--- src/rtl/ram_line_port.sv ---
// Line transfer engine between the cache controller and a fixed-latency synchronous RAM.
// Writes back a buffered victim line and fetches a missing line one word at a time.
module ram_line_port #(
  parameter int ADDR_WIDTH     = 8,
  parameter int DATA_WIDTH     = 16,
  parameter int WORDS_PER_LINE = 4,
  parameter int RAM_LATENCY    = 2
) (
  input  logic                                            clk,
  input  logic                                            reset,
  input  logic                                            RAMreadEnable,
  input  logic                                            RAMwriteEnable,
  input  logic [ADDR_WIDTH-1:0]                           readLineAddr,
  input  logic [ADDR_WIDTH-1:0]                           writeLineAddr,
  input  logic [DATA_WIDTH*WORDS_PER_LINE-1:0]            writeLineData,
  output logic [DATA_WIDTH*WORDS_PER_LINE-1:0]            readLineData,
  output logic                                            dataReady,
  output logic                                            busy,
  output logic                                            writeOverrun,
  output logic [ADDR_WIDTH+$clog2(WORDS_PER_LINE)-1:0]    ramAddr,
  output logic [DATA_WIDTH-1:0]                           ramDataOut,
  output logic                                            ramWe,
  output logic                                            ramRe,
  input  logic [DATA_WIDTH-1:0]                           ramDataIn
);

  localparam int IDX_W  = $clog2(WORDS_PER_LINE);
  localparam int SLOT_W = $clog2(RAM_LATENCY + 1);

  typedef enum logic [1:0] {IDLE, WB, FETCH, DONE} state_t;

  state_t                  state;
  state_t                  nextState;
  logic [SLOT_W-1:0]       slot;
  logic [IDX_W-1:0]        idx;
  logic [ADDR_WIDTH-1:0]   wbLine;
  logic [ADDR_WIDTH-1:0]   rdLine;
  logic [DATA_WIDTH-1:0]   wbBuf [WORDS_PER_LINE];
  logic                    lastSlot;
  logic                    lineEnd;
  logic                    acceptWrite;
  logic                    startFetch;

  assign lastSlot    = (slot == SLOT_W'(RAM_LATENCY));
  assign lineEnd     = lastSlot && (idx == IDX_W'(WORDS_PER_LINE - 1));
  assign acceptWrite = (state == IDLE) && RAMwriteEnable;
  // A fetch starts from IDLE (write has priority) or straight out of a finished write-back.
  assign startFetch  = RAMreadEnable &&
                       (((state == IDLE) && !RAMwriteEnable) || ((state == WB) && lineEnd));

  always_ff @(posedge clk) begin
    if (reset) begin
      state <= IDLE;
    end else begin
      state <= nextState;
    end
  end

  always_comb begin
    nextState = state;
    unique case (state)
      IDLE: begin
        if (RAMwriteEnable) begin
          nextState = WB;
        end else if (RAMreadEnable) begin
          nextState = FETCH;
        end
      end
      WB: begin
        if (lineEnd) begin
          nextState = RAMreadEnable ? FETCH : IDLE;
        end
      end
      FETCH: begin
        if (!RAMreadEnable) begin
          nextState = IDLE;
        end else if (lineEnd) begin
          nextState = DONE;
        end
      end
      DONE: begin
        if (!RAMreadEnable) begin
          nextState = IDLE;
        end
      end
      default: nextState = IDLE;
    endcase
  end

  always_comb begin
    busy       = (state != IDLE);
    dataReady  = (state == DONE);
    ramWe      = (state == WB) && (slot == '0);
    ramRe      = (state == FETCH) && (slot == '0);
    ramAddr    = '0;
    ramDataOut = '0;
    if (state == WB) begin
      ramAddr    = {wbLine, idx};
      ramDataOut = wbBuf[idx];
    end else if (state == FETCH) begin
      ramAddr    = {rdLine, idx};
    end
  end

  // Slot and word counters restart whenever a transfer begins, ends or is aborted.
  always_ff @(posedge clk) begin
    if (reset) begin
      slot <= '0;
      idx  <= '0;
    end else if (((state == WB) || (state == FETCH)) && (nextState == state)) begin
      if (lastSlot) begin
        slot <= '0;
        idx  <= idx + 1'b1;
      end else begin
        slot <= slot + 1'b1;
      end
    end else begin
      slot <= '0;
      idx  <= '0;
    end
  end

  always_ff @(posedge clk) begin
    if (reset) begin
      wbLine       <= '0;
      rdLine       <= '0;
      writeOverrun <= 1'b0;
      readLineData <= '0;
    end else begin
      if (acceptWrite) begin
        wbLine <= writeLineAddr;
      end
      if (startFetch) begin
        rdLine <= readLineAddr;
      end
      if (RAMwriteEnable && (state != IDLE)) begin
        writeOverrun <= 1'b1;
      end
      if ((state == FETCH) && lastSlot) begin
        for (int i = 0; i < WORDS_PER_LINE; i++) begin
          if (idx == IDX_W'(i)) begin
            readLineData[i*DATA_WIDTH +: DATA_WIDTH] <= ramDataIn;
          end
        end
      end
    end
  end

  // Victim line data needs no reset; it is only read while WB is active.
  always_ff @(posedge clk) begin
    if (!reset && acceptWrite) begin
      for (int i = 0; i < WORDS_PER_LINE; i++) begin
        wbBuf[i] <= writeLineData[i*DATA_WIDTH +: DATA_WIDTH];
      end
    end
  end

endmodule
--- config.mk ---
export PLATFORM = sky130hd
export DESIGN_NAME = ram_line_port
export DESIGN_NICKNAME = d
export VERILOG_FILES = /design/src/rtl/ram_line_port.sv
export SDC_FILE = /design/constraint.sdc
export NUM_CORES = 1
export LEC_CHECK = 0
export CAP_MARGIN = 40
export CORE_MARGIN = 4
export CORE_UTILIZATION = 25
export DETAILED_ROUTE_END_ITERATION = 10
export PLACE_DENSITY_LB_ADDON = 0.12
export RECOVER_POWER = 100
export SETUP_SLACK_MARGIN = 0.4
export SLEW_MARGIN = 10
export SYNTH_ARGS = -nofsm -noshare
export SYNTH_HDL_FRONTEND = slang
export SYNTH_SLANG_ARGS = --single-unit
--- constraint.sdc ---
create_clock -name clk -period 9.2 [get_ports clk]
set_input_delay 1.38 -clock clk [delete_from_list [all_inputs] [get_ports clk]]
set_output_delay 1.38 -clock clk [all_outputs]
set_load 0.01 [all_outputs]
==> run summary <==
Global-route wire length before repair: 26.8 mm
Failing checks: capacitance limit, slew limit
Crit Reg-Reg Endpoint: wbBuf[1][8]
Layout cells sized above 1: 7.26%
Placer congestion estimate: 0.768
Clock Path Buffers: 2
Die width: 162 um
Mean number of vias per cell: 4.30
Largest net degree at the start of global routing: 80
Starting Density: 25.4%
Setup CP Type: in -> reg
# rows: 56
CP Cell Sequence: dlygate4sd3_1, nand2_1, nor2_4, clkbuf_1
Fin crit period: 5.15 ns
I/O Pins: 195
H-tree Lvls: 4
Endpoint of the worst hold path: slot[0]
Die area: 0.0263 mm^2
Worst-Margin Slew: 3.31 ns
Max_cap viols: 2
GR Overflow Total: 0
Clk sinks: 153
Synthesized flop and latch total: 153
Seq/Total Area, Yosys: 62.2%
Endpoints failing hold: 0
Synth top area share: 32.3%
Finished Cell Area: 0.00876 mm^2
Vias: 4583
Worst IR Drop VDD: 0.0992 mV
CTS tree: yes
Fmax: 194 MHz
Slowest cell on the critical path: clkbuf_1
Clock skew: 0.0116 ns
IO buf count: 194
Arrival time of the worst setup path: 5.10 ns
DR pass1 iterations: 5
Routed WL per cell: 15.9 um
PwrDens: 178 mW/mm^2
Routed Antenna Nets: 0
Initial antenna violation count: 7
Layout net count: 842
Worst EP required: 9.15 ns
CTS resizes: 0
Reg clk slew, reported paths: 0.07 ns
Hold WC Path Type: reg -> reg
Mapped Cells: 546
Hpwl dp: 12.4 mm
RSZ-0062 raised after global routing: no
Netlist cell types: 36
Placed inst area: 0.00822 mm^2
Syn Area/Cell: 10.9 um^2
Crit-path max FO: 64
Die height: 162 um
Synth-to-Final Area Change: 47.2%
Final setup vio count: 0
Setup tns final: 0 ns
Hold Buf Count CTS: 0
CTS Buf Count: 17
P_leak: 3.19 nW
Synth warn: 0
Top FF cell, synth: dfxtp_1
Outcome: finished with violations
Crit end category: register
Tot GR Track Use: 13.1%
Leading area contributor after synthesis: edfxtp_1
Worst Hold Launch: slot[0]
Relative slew slack: -121%
Post-synth EDFFs: 64
CP max stage delay: 2.33 ns
Worst setup SP type: input pin
Share of async-settable or async-resettable flops after synthesis: 0%
Max-slew violations: 74
Drt initial violations: 249
Total setup buffers inserted after CTS: 0
Worst r2r src: state[0]
Root Driver: clkbuf_16
Post-synth net total: 657
Routed WL: 16.9 mm
Drc violations: 0
Reg2reg path depth: 5
Cells on Worst Hold Path: 1
Vias in the first global route: 4728
Core area: 0.0235 mm^2
R2R setup slack: 4.92 ns
Clock latency on the worst-skew pair: 0.42 ns
Post-synthesis cell area: 0.00595 mm^2
Synth area leaders: edfxtp_1 32%, dfxtp_1 30%, nand2_1 9.6%, a21oi_1 6.4%, mux4_2 6.1%
Final critical-path share of the clock period: 55.9%
-- cell type report --
class | instances | area (um^2)
Clock buffer | 19 | 433
Antenna cell | 3 | 7.51
Clock inverter | 13 | 144
Timing Repair Buffer | 200 | 2000
Inverter | 11 | 41.3
Fill cell | 2292 | 14700
Sequential cell | 153 | 3700
Tap cell | 319 | 399
Multi-Input combinational cell | 348 | 2030
-- cell usage in the layout, fill, tap and decap left out, drive strengths merged, types with 5 or more instances in the layout --
master           n
nand2          153
dlygate4sd3    142
dfxtp           89
a21oi           76
edfxtp          64
clkdlybuf4s50   51
clkbuf          21
and2            18
nor2            17
mux4            16
inv             14
nand3           13
ha              11
o21ai           10
mux2i            9
and3             5
clkinv           5
buf              5
-- where the power goes --
group | total [W] | internal [W] | switching, W
Clock | 0.000687 | 0.000402 | 0.000285
Sequential | 0.000740 | 0.000733 | 0.00000790
Combinational | 0.000130 | 0.0000663 | 0.0000638
-- worst max-delay path: cells and delay by family --
| kind | cells | cell delay, ns |
|---|---|---|
| buf+inv | 2 | 3.17 |
| simple gates | 2 | 0.50 |
-- sequential cells by signal (all words and copies together) (netlist names), named ones only --
register      flops
readLineData     64
wbBuf            64
slot              2
wbLine            8
state             2
writeOverrun      1
idx               2
rdLine            8
-- through the flow --
step                util (%)  hold WS (ns)  total power, W  std cells  setup WS, ns
detailed placement      35.0         0.411        0.000896       1031          5.47
CTS                     37.5         0.421         0.00159       1063          5.09
global placement        34.9         0.408        0.000891       1029          5.55
finish                  37.3         0.416         0.00156       1066          4.05
floorplan                  -         0.397        0.000810        546          4.14
global route            37.3         0.428         0.00163       1066          3.61
-- metal layers --
layer | up-vias | global-route usage, % | share of wire [%]
li1 | 2252 | - | -
met5 | - | 0 | 0.28
met1 | 2133 | 17.6 | 47
met4 | 8 | 3.23 | 0.80
met3 | 18 | 4.90 | 7.4
met2 | 172 | 20.0 | 45
-- Yosys cell counts, types with 2 or more instances --
library cell,n
a21oi_1,76
a22oi_1,2
and2_1,18
and3_1,4
buf_1,3
buf_2,3
buf_6,2
clkbuf_1,26
dfxtp_1,89
edfxtp_1,64
ha_1,11
inv_1,11
mux2i_1,9
mux4_2,16
nand2_1,153
nand3_1,13
nor2_1,17
nor3_1,3
o21ai_0,9
-- worst max path at each step --
| stage | from | endpoint | slack [ns] | depth (start not counted) |
|---|---|---|---|---|
| after floorplan | RAMwriteEnable | wbBuf[0][0] | 4.14 | 3 |
| after global routing | RAMwriteEnable | wbBuf[2][7] | 3.61 | 4 |
| after detailed placement | RAMwriteEnable | wbBuf[0][10] | 5.47 | 4 |
| final | RAMwriteEnable | wbBuf[1][8] | 4.05 | 4 |
| after CTS | state[1] | ramAddr[1] | 5.09 | 6 |
| after global placement | RAMwriteEnable | wbBuf[2][10] | 5.55 | 4 |
-- kinds of logic after synthesis --
group,Yosys count,share of synthesized area (%)
simple gates,216,15.5
compound gates,95,9.10
mux,25,7.57
xor+xnor,1,0.147
fa+ha+maj,11,2.31
flops,153,62.2
buf+inv,45,3.15
Note: power is estimated with default switching activity, not from simulation.
